<file path="src/rtl/cordic_phase_gen_if.sv">
// Request/response bundle for cordic_phase_gen: sample request side (en/load/words)
// and angle output side (valid/ready, theta, neg).
interface cordic_phase_gen_if #(
   parameter int PHASE_W = 24
);
   logic                en;
   logic                load;
   logic [PHASE_W-1:0]  freq_word;
   logic [PHASE_W-1:0]  phase_offset;
   logic                in_ready;
   logic                out_ready;
   logic                out_valid;
   logic signed [15:0]  theta;
   logic                neg;

   // master drives requests and consumes angles; slave is the generator
   modport master (
      output en, load, freq_word, phase_offset, out_ready,
      input  in_ready, out_valid, theta, neg
   );

   modport slave (
      input  en, load, freq_word, phase_offset, out_ready,
      output in_ready, out_valid, theta, neg
   );
endinterface

</file>
<file path="src/rtl/cordic_phase_gen.sv">
// NCO phase front end: accumulate, offset, fold to [-pi/2,+pi/2], scale to Q2.14 (dither: CORDIC_PHASE_DITHER_EN).
// Latency: sample accepted on edge t is presented after edge t+1; one sample per clock.
// Backpressure: out_ready=0 with out_valid=1 holds outputs and stalls acc; load flushes both stages.
module cordic_phase_gen #(
   parameter int PHASE_W = 24
) (
   input  logic               clk,
   input  logic               rst_n,
   cordic_phase_gen_if.slave  bus
);
   localparam int THETA_W = 16;
   localparam logic signed [THETA_W-1:0] P_HALF = 16'sd16384;
   localparam logic signed [16:0]        K_SCALE = 17'sd51472;   // round(pi/2 * 2^15 / 1) in Q2.14 per 2^14 phase

   logic [PHASE_W-1:0]        acc;
   logic [PHASE_W-1:0]        phase_a;
   logic [PHASE_W-1:0]        phase_d;

   logic                      s1_valid;
   logic signed [THETA_W-1:0] s1_p;
   logic                      s1_neg;

   logic                      s2_valid;
   logic signed [THETA_W-1:0] s2_theta;
   logic                      s2_neg;

   logic                      adv1;
   logic                      adv2;
   logic                      accept;

   logic signed [THETA_W-1:0] p0;
   logic signed [16:0]        p0_x;
   logic signed [16:0]        p_fold;
   logic                      neg_fold;

   logic signed [17:0]        p_ext;
   logic signed [34:0]        prod;
   logic signed [34:0]        rnd;
   logic signed [THETA_W-1:0] theta_n;

   always_comb begin
      adv2   = !s2_valid || bus.out_ready;
      adv1   = !s1_valid || adv2;
      accept = bus.en && adv1 && !bus.load;
   end

   assign bus.in_ready  = adv1 && !bus.load;
   assign bus.out_valid = s2_valid;
   assign bus.theta     = s2_theta;
   assign bus.neg       = s2_neg;

   assign phase_a = acc + bus.phase_offset;

`ifdef CORDIC_PHASE_DITHER_EN
   localparam logic [15:0] LFSR_SEED = 16'hACE1;
   localparam logic [15:0] LFSR_TAPS = 16'hB400;   // x^16 + x^14 + x^13 + x^11

   logic [15:0]         lfsr;
   logic [15:0]         lfsr_next;
   logic [PHASE_W-1:0]  dith;

   always_comb begin
      lfsr_next = {1'b0, lfsr[15:1]} ^ (lfsr[0] ? LFSR_TAPS : 16'h0000);
      dith      = '0;
      for (int i = 0; i < 16; i++) begin
         if (i < PHASE_W - 16) begin
            dith[i] = lfsr[i];
         end
      end
   end

   always_ff @(posedge clk or negedge rst_n) begin
      if (!rst_n) begin
         lfsr <= LFSR_SEED;
      end else if (bus.load) begin
         lfsr <= LFSR_SEED;
      end else if (accept) begin
         lfsr <= lfsr_next;
      end
   end

   // dither lands below the truncation point but its carry may reach p0
   assign phase_d = phase_a + dith;
`else
   assign phase_d = phase_a;
`endif

   always_comb begin
      p0       = $signed(phase_d[PHASE_W-1 -: THETA_W]);
      p0_x     = {p0[THETA_W-1], p0};
      p_fold   = p0_x;
      neg_fold = 1'b0;
      if (p0 > P_HALF) begin
         p_fold   = p0_x - 17'sd32768;
         neg_fold = 1'b1;
      end else if (p0 < -P_HALF) begin
         p_fold   = p0_x + 17'sd32768;
         neg_fold = 1'b1;
      end
   end

   // |p| <= 16384 keeps theta within +/-25736, so the 16-bit slice never overflows
   always_comb begin
      p_ext   = {{2{s1_p[THETA_W-1]}}, s1_p};
      prod    = 35'(p_ext) * 35'(K_SCALE);
      rnd     = prod + 35'sd16384;
      theta_n = rnd[30:15];
   end

   logic unused_bits;
   assign unused_bits = ^{phase_d[PHASE_W-THETA_W-1:0], rnd[34:31], rnd[14:0], p_fold[16]};

   always_ff @(posedge clk or negedge rst_n) begin
      if (!rst_n) begin
         acc      <= '0;
         s1_valid <= 1'b0;
         s1_p     <= '0;
         s1_neg   <= 1'b0;
         s2_valid <= 1'b0;
         s2_theta <= '0;
         s2_neg   <= 1'b0;
      end else if (bus.load) begin
         acc      <= '0;
         s1_valid <= 1'b0;
         s2_valid <= 1'b0;
      end else begin
         if (accept) begin
            acc    <= acc + bus.freq_word;
            s1_p   <= p_fold[THETA_W-1:0];
            s1_neg <= neg_fold;
         end
         if (adv1) begin
            s1_valid <= accept;
         end
         if (adv2) begin
            s2_valid <= s1_valid;
            s2_theta <= theta_n;
            s2_neg   <= s1_neg;
         end
      end
   end
endmodule

</file>
<file path="src/flat_wrapper.sv">
// flat-port wrapper written by rule: the top's interface ports become plain ports
module cordic_phase_gen_flat 
#(
   parameter int PHASE_W = 24
)
  (clk, rst_n, bus_en, bus_load, bus_freq_word, bus_phase_offset, bus_out_ready, bus_in_ready, bus_out_valid, bus_theta, bus_neg);
  cordic_phase_gen_if #(.PHASE_W(PHASE_W)) bus_i ();
  input  logic clk;
  input  logic rst_n;
  input wire logic [$bits(bus_i.en)-1:0] bus_en;
  input wire logic [$bits(bus_i.load)-1:0] bus_load;
  input wire logic [$bits(bus_i.freq_word)-1:0] bus_freq_word;
  input wire logic [$bits(bus_i.phase_offset)-1:0] bus_phase_offset;
  input wire logic [$bits(bus_i.out_ready)-1:0] bus_out_ready;
  output wire logic [$bits(bus_i.in_ready)-1:0] bus_in_ready;
  output wire logic [$bits(bus_i.out_valid)-1:0] bus_out_valid;
  output wire logic [$bits(bus_i.theta)-1:0] bus_theta;
  output wire logic [$bits(bus_i.neg)-1:0] bus_neg;
  assign bus_i.en = bus_en;
  assign bus_i.load = bus_load;
  assign bus_i.freq_word = bus_freq_word;
  assign bus_i.phase_offset = bus_phase_offset;
  assign bus_i.out_ready = bus_out_ready;
  assign bus_in_ready = bus_i.in_ready;
  assign bus_out_valid = bus_i.out_valid;
  assign bus_theta = bus_i.theta;
  assign bus_neg = bus_i.neg;
  cordic_phase_gen #(.PHASE_W(PHASE_W)) u_core (.clk(clk), .rst_n(rst_n), .bus(bus_i));
endmodule
</file>
<file path="config.mk">
export PLATFORM = sky130hd
export DESIGN_NAME = cordic_phase_gen_flat
export DESIGN_NICKNAME = d
export VERILOG_FILES = /design/src/rtl/cordic_phase_gen_if.sv /design/src/rtl/cordic_phase_gen.sv /design/src/flat_wrapper.sv
export SDC_FILE = /design/constraint.sdc
export NUM_CORES = 1
export LEC_CHECK = 0
export ABC_CLOCK_PERIOD_IN_PS = 6100
export CORE_MARGIN = 2
export CORE_UTILIZATION = 39
export CTS_CLUSTER_DIAMETER = 50
export DETAILED_ROUTE_END_ITERATION = 6
export PLACE_DENSITY = 0.56
export SYNTH_ARGS = -nofsm -noshare
export SYNTH_HDL_FRONTEND = slang
export SYNTH_SLANG_ARGS = --single-unit
</file>
<file path="constraint.sdc">
create_clock -name clk -period 6.1 [get_ports clk]
set_input_delay 0.915 -clock clk [delete_from_list [all_inputs] [get_ports clk]]
set_output_delay 0.915 -clock clk [all_outputs]
set_load 0.03 [all_outputs]
</file>
Yosys cells after proc, flatten, opt, wreduce, memory -nomap -nowiden
Cells that the tools add are included.
Word-level totals
  bits in registers: 60
  bits in latches: 0
  bits in writable memories: 0
  memory bits (read-only): 0
  input bits: 53
  output and inout port bits: 19
  logic and storage cells: 39
  memories kept: 0
Operators by class
  $add $sub $neg: 5
  multipliers: 1
  divide/modulo/power cells: 0
  $lt $le $gt $ge: 2
  eq/ne operators: 0
  shift operators: 0
  muxes and demuxes: 10
  bitwise gates (word level): 1
  reduce and logical (&&, ||, !) cells: 13
Operators with widths (count)
  $add A24 B24 Y24: 2
  $mux W24: 2
  $mux W16: 2
  $add A31 B16 Y31 const B: 1
  $mul A16 B13 Y27 const B: 1
  $add A16 B16 Y16 const B: 1
  $gt A16 B16 Y1 const B: 1
  $lt A16 B15 Y1 const B: 1
  $sub A16 B16 Y16 const B: 1
  $mux W1: 6
  $reduce_bool A2 Y1: 3
  $reduce_and A2 Y1: 2
  $logic_and A1 B1 Y1: 3
  $logic_not A1 Y1: 3
  $logic_or A1 B1 Y1: 2
  $not A1 Y1: 1

Longest topological paths before layout
Gate-level depths: netlist (run 1).
  word-level depth: 7
  depth in mapped cells: 19
  mapped depth without buffers: 18

Worst setup path before layout (run 1)
No wires, ideal clock.
  path kind: reg2reg
  from: reg u_core.s1_p[1]
  to: reg u_core.s2_theta[15] (netlist: u_core.bus.theta[15])
  library setup time: 92 ps
  arrival time: 5335 ps
  path slack: 673 ps
  stages on the path, launching flop included: 20
  path buffers: 1
  clock period less this slack: 5427 ps
  path through: dfrtp_1 > ha_1 > inv_1 > fa_1 > inv_1 > fa_1 > fa_1 > ha_1 > ha_1 > buf_2 > a211o_1 > o21a_2 > o211ai_1 > a21oi_1 > a41oi_1 > nand4b_4 > or3_1 > or3b_1 > and4_4 > o31ai_2
On the way
  word-level cells in the longest chain between the ends: 2
Ends and longest elaborated chain
  from (decl): line cordic_phase_gen.sv:20  | logic signed [THETA_W-1:0] s1_p;
  from (signal assigned): line cordic_phase_gen.sv:129  | s1_p <= p_fold[THETA_W-1:0];
  $mul A16 B13 Y27: line cordic_phase_gen.sv:105  | prod = 35'(p_ext) * 35'(K_SCALE);
  $add A31 B16 Y31: line cordic_phase_gen.sv:106  | rnd = prod + 35'sd16384;
  to (signal assigned): line cordic_phase_gen.sv:137  | s2_theta <= theta_n;
  to (decl): line cordic_phase_gen.sv:24  | logic signed [THETA_W-1:0] s2_theta;
Every way passes these cells.
A chain may end at the register's enable or synchronous reset.

Final worst setup path (run 1)
Ends and elaborated chain as after synthesis.

==> out/results.txt, run 1 <==
critical path endpoint category: flip-flop
Cell Area, Synth: 7200 um^2
CTS Root Cell: clkbuf_16
Clock Skew: 6.22 ps
CP bufs+invs: 2
dpl hpwl: 12800 um
clock-pin slew on the worst setup and hold paths: 50 ps
Core ar.: 18000 um^2
Distinct cells, synth: 68
DR pass1 iterations: 4
row count: 49
Detail Route Antenna Nets: 0
post-synth net total: 1006
pin count of the biggest net entering global routing: 61
commonest non-fill, non-tap cell in the layout: ha_1
RSZ-0062 raised after global routing: false
vias per cell: 5.19
synthesis-to-layout area growth: 17.6%
hold path depth: 2
largest family of logic cells by synthesized area: adder cells
Remaining DRCs: 0
vias in the first global route: 5974
cts hold-fix bufs: 0
Post-synth EDFFs: 0
register area share after synthesis: 20.9%
first-pass GRT wire length: 28100 um
I/O Buffers: 71
antenna diode count: 0
DRT iter0 DRCs: 246
top-level I/O count: 72
critical path peak fanout: 6
adder-cell share of the synthesized area: 29.8%
multi-input logic area: 5450 um^2
Ys Warns: 0
predominant post-synthesis flop cell: dfrtp_1
Fmax achieved: 177 MHz
Max-Cap Viols: 0
CTS Buf Count: 9
die area: 19600 um^2
crit path launch type: flip-flop
CTS tree: yes
area share of and/or/nand/nor cells after synthesis: 15.8%
clock period minus worst slack: 5660 ps
outcome: completed
worst hold slack: 471 ps
PostCTS Resize Cnt: 0
via count: 5711
clock sinks: 60
routed len/inst: 14.3 um
RePlAce Congestion: 0.862
Post-Route WL: 15800 um
pins over their slew limit: 0
crit path kind: flip-flop to flip-flop
#FFs+latches synth: 60
layout cells sized above 1: 5.05%
reg2reg path depth: 18
final period utilization: 92.8%
Nets: 1070
Final setup viols: 0
XOR/XNOR Fraction of Synth Area: 10.1%
most frequent cells in the layout: ha_1, nand2_1, clkdlybuf4s50_1, a21oi_1, dfrtp_1
antenna violations before repair: 0
WP data arrival: 5900 ps
peak per-stage delay on the critical path: 520 ps
Worst EP required: 6340 ps
FILL cells: 1771
Tightest Pin Transition: 1070 ps
Worst path slowest cell: fa_1
setup TNS: 0 ps
clk buf depth: 2
clock latency on the worst-skew pair: 330 ps
Syn Area/Cell: 8.96 um^2
Starting Density: 39.9%
min-delay src: u_core.bus.neg
Post-synth ARST share: 100%
Fin. Hold Viols: 0
Post-CTS Setup Inserts: 0
post-synthesis mux area share: 2.28%
delay-heaviest family, CP: adder cells
Die Span X: 140 um
gr usage total: 17.3%
Die Span Y: 140 um
Mapped Cells: 803
Worst R2R End: u_core.bus.theta[15]
Sequential Area: 1500 um^2
CTS H-tree lvls: 3
global route overflow: 0
Reg2Reg Setup Slack: 440 ps
HP Class: flip-flop to flip-flop
reg2reg start: u_core.s1_p[1]
worst path cell trace: ha_1 > inv_1 > fa_1 > inv_1 > fa_1 > fa_1 > ha_1 > ha_1 > a211o_1 > o21a_2 > o2111ai_1 > nand4_1 > a21oi_1 > nand4_2 > or3_1 > or3b_1 > and4_4 > o31ai_2
compound-cell area share of the yosys netlist: 17.7%
worst rel slew slack: 28.8%
hold endpoint: u_core.bus.neg
-- Yosys cell counts (5+ instances only) --
cell      instances  area share (%)
nand2_1          99             5.2
o211ai_1          5            0.52
nor4_1            5            0.43
nor3b_1           5            0.52
o21ai_1           6            0.42
a21oi_1          65             4.5
fa_1             36              10
inv_1            43             2.2
o31ai_1          10             1.0
xor2_1           26             3.2
nor2_1           37             1.9
nand3_1          15             1.0
and2_1            9            0.78
nor3_1           11            0.76
xnor2_1          57             6.9
ha_1            114              20
o21bai_1          5            0.52
o21ai_0          36             2.5
a21o_1           12             1.3
or3_1            12             1.0
mux2_2           11             1.7
a211oi_1          9            0.94
o21a_1            9            0.94
clkbuf_1         17            0.89
and3_1            7            0.61
dfrtp_1          60              21
-- final cells by class --
| type | instances | area share [%] |
|---|---|---|
| multi-input combinational | 678 | 64.4 |
| tap | 229 | 3.38 |
| sequential | 60 | 17.7 |
| timing repair buffer | 75 | 8.69 |
| inverter | 43 | 1.91 |
| clock inverter | 5 | 1.18 |
| clock buffer | 11 | 2.75 |
-- flip-flops by register name (all words and copies together) (netlist names) --
name and count:
u_core.acc 24, u_core.bus.theta 16, u_core.s1_p 16, u_core.bus.neg 1, u_core.bus.out_valid 1, u_core.s1_neg 1, u_core.s1_valid 1
-- kinds of logic (layout without fill, tap and decap cells) --
logic type                 after synthesis  in the layout
xor gates and xnor gates                83             83
and+or+nand+nor                        232            232
adders and majority gates              150            150
AOI/OAI and AO/OA                      198            198
muxes                                   15             15
DFF                                     60             60
buffers and inverters                   65            134
-- through the flow --
step	worst slack [ps]	instance area [um^2]	cells	util, %
6_report	442	8470	1101	47.0
5_1_grt	138	8470	1101	47.0
4_1_cts	452	8470	1101	47.0
3_5_place_dp	455	8130	1085	45.1
3_3_place_gp	607	8130	1085	45.1
2_1_floorplan	673	7200	803	-
-- worst register-to-register path, stage by stage (launching register included) --
cell	delay [ps]
dfrtp_1	440
ha_1	320
inv_1	50
fa_1	500
inv_1	50
fa_1	520
fa_1	430
ha_1	300
ha_1	390
a211o_1	360
o21a_2	250
o2111ai_1	120
nand4_1	170
a21oi_1	330
nand4_2	200
or3_1	400
or3b_1	380
and4_4	190
o31ai_2	160
-- worst max-delay path by stage --
stage / startpoint / cells after the start / endpoint
2_1_floorplan: u_core.s1_p[1] / 19 / u_core.bus.theta[15]
5_1_grt: u_core.s1_p[4] / 16 / u_core.bus.theta[15]
3_5_place_dp: u_core.s1_p[1] / 18 / u_core.bus.theta[15]
6_report: u_core.s1_p[1] / 18 / u_core.bus.theta[15]
4_1_cts: u_core.s1_p[1] / 18 / u_core.bus.theta[15]
3_3_place_gp: u_core.s1_p[2] / 18 / u_core.bus.theta[15]
-- routing by layer --
metal / vias to the layer above / track usage (%) / part of all wire (%)
met1: 2631 / 23.3 / 49
li1: 3008 / - / -
met5: - / 0 / 0
met3: 13 / 2.24 / 2.3
met2: 59 / 29.5 / 47
met4: 0 / 4.26 / 1.2
Power of run 1 is not shown: default switching activity piles up to over one toggle a cycle in this logic, so the estimate is an artifact.
==> run 2, diff against run 1 <==
ABC_CLOCK_PERIOD_IN_PS = 5400   (was 6100)
clock period = 5.4 ns   (was 6.1 ns; I/O delays follow)
==> run 2 against run 1 <==
Net effect:
- first-iteration DRC count fell by 12%
- die area unchanged
- final area grew 4.1%
- routed wire length grew 6.0%
- cell count increased by 2.4%
==> out/results.txt, run 2 (synthesis results as in run 1) <==
Fin. Hold Viols: 0 (unchanged)
RSZ-0062 raised after global routing: false (unchanged)
most frequent CP cell: fa_1
Starting Density: 39.9% (unchanged)
pin count of the biggest net entering global routing: 61 (unchanged)
layout cells sized above 1: 10.7% (was 5.05%)
worst hold slack: 464 ps (was 471 ps)
commonest non-fill, non-tap cell in the layout: ha_1 (unchanged)
Worst EP required: 5650 ps (was 6340 ps)
CTS Root Cell: clkbuf_16 (unchanged)
cell count after placement: 1110 (was 1085)
Worst path slowest cell: or4_4 (was fa_1)
Post-Route WL: 16700 um (was 15800 um)
outcome: completed (unchanged)
antenna violations before repair: 0 (unchanged)
routed len/inst: 14.8 um (was 14.3 um)
CP startpoint: u_core.s1_p[3] (was u_core.s1_p[1])
CTS tree: yes (unchanged)
Final setup viols: 0 (unchanged)
max reg flops: 24 (unchanged)
Core ar.: 18000 um^2 (unchanged)
row count: 49 (unchanged)
vias per cell: 5.22 (was 5.19)
die area: 19600 um^2 (unchanged)
Clock Skew: 8.80 ps (was 6.22 ps)
clock latency on the worst-skew pair: 340 ps (was 330 ps)
CTS Buf Count: 9 (unchanged)
FILL cells: 1744 (was 1771)
Tightest Pin Transition: 1080 ps (was 1070 ps)
RePlAce Congestion: 0.871 (was 0.862)
global route overflow: 0 (unchanged)
antenna diode count: 0 (unchanged)
clk buf depth: 2 (unchanged)
Fmax achieved: 191 MHz (was 177 MHz)
CTS H-tree lvls: 3 (unchanged)
clock-pin slew on the worst setup and hold paths: 60 ps (was 50 ps)
top-level I/O count: 72 (unchanged)
Remaining DRCs: 0 (unchanged)
Detail Route Antenna Nets: 0 (unchanged)
peak per-stage delay on the critical path: 560 ps (was 520 ps)
most frequent cells in the layout: ha_1, nand2_1, clkdlybuf4s50_1, a21oi_1, dfrtp_1 (unchanged)
via count: 5881 (was 5711)
final period utilization: 96.8% (was 92.8%)
Max-Cap Viols: 0 (unchanged)
synthesis-to-layout area growth: 22.5% (was 17.6%)
Reg with most FFs: u_core.acc (unchanged)
DR pass1 iterations: 4 (unchanged)
Die Span Y: 140 um (unchanged)
DRT iter0 DRCs: 216 (was 246)
reg2reg start: u_core.s1_p[3] (was u_core.s1_p[1])
critical path endpoint category: flip-flop (unchanged)
clock sinks: 60 (unchanged)
setup TNS: 0 ps (unchanged)
I/O Buffers: 71 (unchanged)
crit path kind: flip-flop to flip-flop (unchanged)
worst path cell trace: ha_1 > fa_1 > fa_1 > fa_1 > ha_1 > ha_2 > nand2_1 > o21ai_2 > o31a_1 > or4_4 > nand4b_4 > or3_4 > or3b_4 > and4_4 > o31ai_2 (was ha_1 > inv_1 > fa_1 > inv_1 > fa_1 > fa_1 > ha_1 > ha_1 > a211o_1 > o21a_2 > o2111ai_1 > nand4_1 > a21oi_1 > nand4_2 > or3_1 > or3b_1 > and4_4 > o31ai_2)
vias in the first global route: 5986 (was 5974)
pins over their slew limit: 0 (unchanged)
dpl hpwl: 13400 um (was 12800 um)
multi-input logic area: 5620 um^2 (was 5450 um^2)
critical path peak fanout: 5 (was 6)
gr usage total: 18.0% (was 17.3%)
clock period minus worst slack: 5220 ps (was 5660 ps)
worst rel slew slack: 27.7% (was 28.8%)
crit path launch type: flip-flop (unchanged)
Nets: 1096 (was 1070)
HP Class: flip-flop to flip-flop (unchanged)
first-pass GRT wire length: 28900 um (was 28100 um)
Sequential Area: 1500 um^2 (about the same)
Die Span X: 140 um (unchanged)
Final Non-Filler Cells: 1127 (was 1101)
WP data arrival: 5480 ps (was 5900 ps)
min-delay src: u_core.s1_neg (was u_core.bus.neg)
run 2: path summary, 6_finish.rpt:
kind	end	depth (start not counted)	slack, ps
max in group asynchronous	u_core.s1_p[4]	2	4180
min reg2reg	u_core.bus.neg	2	460
max reg2reg	u_core.bus.theta[15]	15	180
min	u_core.bus.neg	2	460
min in group asynchronous	u_core.acc[4]	2	610
max	u_core.bus.theta[15]	15	180
run 2: area by class of cell:
cell class                 instances  area share [%]
timing repair buffer             101            10.6
tap                              229            3.25
inverter                          43            1.83
clock inverter                     5           0.667
sequential                        60            17.0
clock buffer                      11            2.87
multi-input combinational        678            63.8
run 2: routing by layer:
metal,global-route usage [%],wire length (um)
met1,24.1,8080
met2,30.6,7970
met3,3.13,448
met4,4.16,214
met5,0,0
run 2: repair_timing:
item                                    CTS  global route
setup buffers                             0             1
resized for setup                         1            28
endpoints found under the setup margin    1             3
hold buffers                              0             0
pin swaps                                 0             9
run 2: stage by stage:
step / utilization (%) / worst slack [ps] / cell area (um^2)
after floorplan: - / 95.0 / 7210
after global placement: 46.2 / 103 / 8330
after detailed placement: 46.2 / -38.4 / 8330
after CTS: 48.0 / 42.4 / 8640
after global routing: 48.9 / 0.0591 / 8820
final: 48.9 / 175 / 8820
run 2: critical path: cells and delay by family (launching register included):
family          cells  cell delay [ps]
compound gates      3              550
fa+ha+maj           6             2380
flops               1              420
simple gates        6             1780
Power of run 2 is left out for the same reason.
==> run 3, diff against run 2 <==
--- a/config.mk
+++ b/config.mk
@@ -8,2 +8,3 @@
 export ABC_CLOCK_PERIOD_IN_PS = 5400
+export CAP_MARGIN = 10
 export CORE_MARGIN = 2
==> constraint.sdc (replaced) <==
create_clock -name clk -period 5.4 [get_ports clk]
set_input_delay 1.35 -clock clk [delete_from_list [all_inputs] [get_ports clk]]
set_output_delay 1.35 -clock clk [all_outputs]
set_load 0.03 [all_outputs]
==> run 3 against run 2 <==
Net effect:
- global-route usage down 0.11 points
- final area is 0.20% lower
- core utilization is 0.097 points lower
- cell count is 0.53% higher
- critical path depth grew 3
- clock skew is 3.3 ps higher
- critical endpoint unchanged
==> out/results.txt, run 3 (synthesis results as in run 1) <==
worst path cell trace: ha_1 > inv_1 > fa_1 > inv_1 > fa_1 > fa_1 > ha_4 > ha_4 > a211o_1 > o21a_2 > o2111ai_1 > nand4_1 > a21oi_2 > nand4_2 > or3_4 > or3b_4 > and4_4 > o31ai_2 (was ha_1 > fa_1 > fa_1 > fa_1 > ha_1 > ha_2 > nand2_1 > o21ai_2 > o31a_1 > or4_4 > nand4b_4 > or3_4 > or3b_4 > and4_4 > o31ai_2)
reg2reg start: u_core.s1_p[1] (was u_core.s1_p[3])
Max-Cap Viols: 0 (unchanged)
HP Class: flip-flop to flip-flop (unchanged)
Core ar.: 18000 um^2 (unchanged)
Worst path slowest cell: fa_1 (was or4_4)
antenna diode count: 0 (unchanged)
clock-pin slew on the worst setup and hold paths: 60 ps (about the same)
gr usage total: 17.9% (was 18.0%)
via count: 5904 (was 5881)
clk buf depth: 2 (unchanged)
vias in the first global route: 5990 (was 5986)
top-level I/O count: 72 (unchanged)
Worst EP required: 5650 ps (about the same)
Final Non-Filler Cells: 1133 (was 1127)
Final setup viols: 0 (unchanged)
clock latency on the worst-skew pair: 340 ps (about the same)
dpl hpwl: 13500 um (was 13400 um)
CTS Root Cell: clkbuf_16 (unchanged)
Detail Route Antenna Nets: 0 (unchanged)
clock sinks: 60 (unchanged)
I/O Buffers: 71 (unchanged)
Die Span Y: 140 um (unchanged)
CTS tree: yes (unchanged)
vias per cell: 5.21 (was 5.22)
Remaining DRCs: 0 (unchanged)
crit path kind: flip-flop to flip-flop (unchanged)
pin count of the biggest net entering global routing: 36 (was 61)
clock period minus worst slack: 5220 ps (about the same)
die area: 19600 um^2 (unchanged)
most frequent CP cell: fa_1 (unchanged)
Reg with most FFs: u_core.acc (unchanged)
DR pass1 iterations: 4 (unchanged)
Tightest Pin Transition: 884 ps (was 1080 ps)
layout cells sized above 1: 10.3% (was 10.7%)
Clock Skew: 12.1 ps (was 8.80 ps)
most frequent cells in the layout: ha_1, nand2_1, clkdlybuf4s50_1, a21oi_1, dfrtp_1 (unchanged)
cell count after placement: 1114 (was 1110)
final period utilization: 96.7% (was 96.8%)
commonest non-fill, non-tap cell in the layout: ha_1 (unchanged)
CP bufs+invs: 2 (was 0)
routed len/inst: 14.7 um (was 14.8 um)
worst hold slack: 471 ps (was 464 ps)
outcome: completed (unchanged)
Die Span X: 140 um (unchanged)
Starting Density: 39.9% (unchanged)
CTS Buf Count: 9 (unchanged)
setup TNS: 0 ps (unchanged)
RSZ-0062 raised after global routing: true (was false)
row count: 49 (unchanged)
antenna violations before repair: 0 (unchanged)
critical path endpoint category: flip-flop (unchanged)
global route overflow: 0 (unchanged)
critical path peak fanout: 5 (unchanged)
min-delay src: u_core.s1_neg (unchanged)
DRT iter0 DRCs: 232 (was 216)
WP data arrival: 5470 ps (was 5480 ps)
first-pass GRT wire length: 28900 um (about the same)
synthesis-to-layout area growth: 22.2% (was 22.5%)
CP startpoint: u_core.s1_p[1] (was u_core.s1_p[3])
max reg flops: 24 (unchanged)
CTS H-tree lvls: 3 (unchanged)
pins over their slew limit: 0 (unchanged)
peak per-stage delay on the critical path: 570 ps (was 560 ps)
FILL cells: 1744 (unchanged)
Post-Route WL: 16600 um (was 16700 um)
crit path launch type: flip-flop (unchanged)
delay-heaviest family, CP: adder cells (unchanged)
worst rel slew slack: 41.0% (was 27.7%)
Fmax achieved: 192 MHz (was 191 MHz)
Fin. Hold Viols: 0 (unchanged)
RePlAce Congestion: 0.871 (about the same)
Nets: 1102 (was 1096)
[run 3: cell types whose count changed in the layout (fill, tap and decap cells not counted), moves of 2 or more]
cell | previous run | this run
ha_1 | 107 | 109
a21oi_4 | 2 | 0
buf_4 | 30 | 36
clkbuf_1 | 0 | 2
[run 3: worst min-delay path, delay by kind of cell, from the launching register on]
| family | cells | cell delay (ps) |
|---|---|---|
| simple gates | 2 | 100 |
| flops | 1 | 330 |
[run 3: cell type report]
cell class / count / area, um^2 / share of cell area [%]
Sequential cell: 60 / 1500 / 17.1
Tap cell: 229 / 287 / 3.26
Inverter: 43 / 161 / 1.83
Clock inverter: 4 / 72.6 / 0.825
Multi-Input combinational cell: 678 / 5560 / 63.1
Timing Repair Buffer: 107 / 976 / 11.1
Clock buffer: 12 / 246 / 2.80
[run 3: routing by layer]
layer  vias to the layer above  routed length [um]  track usage [%]
met5                         -                   0                0
met4                         0                 117             3.74
met3                        10                 342             2.72
met2                        75                8010             30.7
met1                      2749                8150             24.1
li1                       3070                   -                -
[run 3: worst paths after layout]
kind	end	slack (ps)	cells past startpoint
setup / recovery	u_core.bus.theta[15]	180	18
hold / removal	u_core.bus.neg	470	2
setup reg to reg	u_core.bus.theta[15]	180	18
hold reg to reg	u_core.bus.neg	470	2
max in group asynchronous	u_core.bus.theta[6]	3400	2
min in group asynchronous	u_core.acc[4]	1120	1
[run 3: metrics by stage]
| stage | cell area, um^2 | util [%] | setup slack [ps] |
|---|---|---|---|
| 6_report | 8800 | 48.8 | 179 |
| 5_1_grt | 8800 | 48.8 | -26.0 |
| 4_1_cts | 8680 | 48.2 | 30.3 |
| 3_5_place_dp | 8360 | 46.4 | -27.2 |
| 3_3_place_gp | 8360 | 46.4 | 108 |
| 2_1_floorplan | 7210 | - | 95.0 |
[run 3: timing repair]
action                                  CTS  global route
pin swaps                                 0             3
hold buffers                              0             0
endpoints found under the setup margin    1             3
resized for setup                         1            17
buffers inserted                          0             3
Power of run 3 is left out for the same reason.
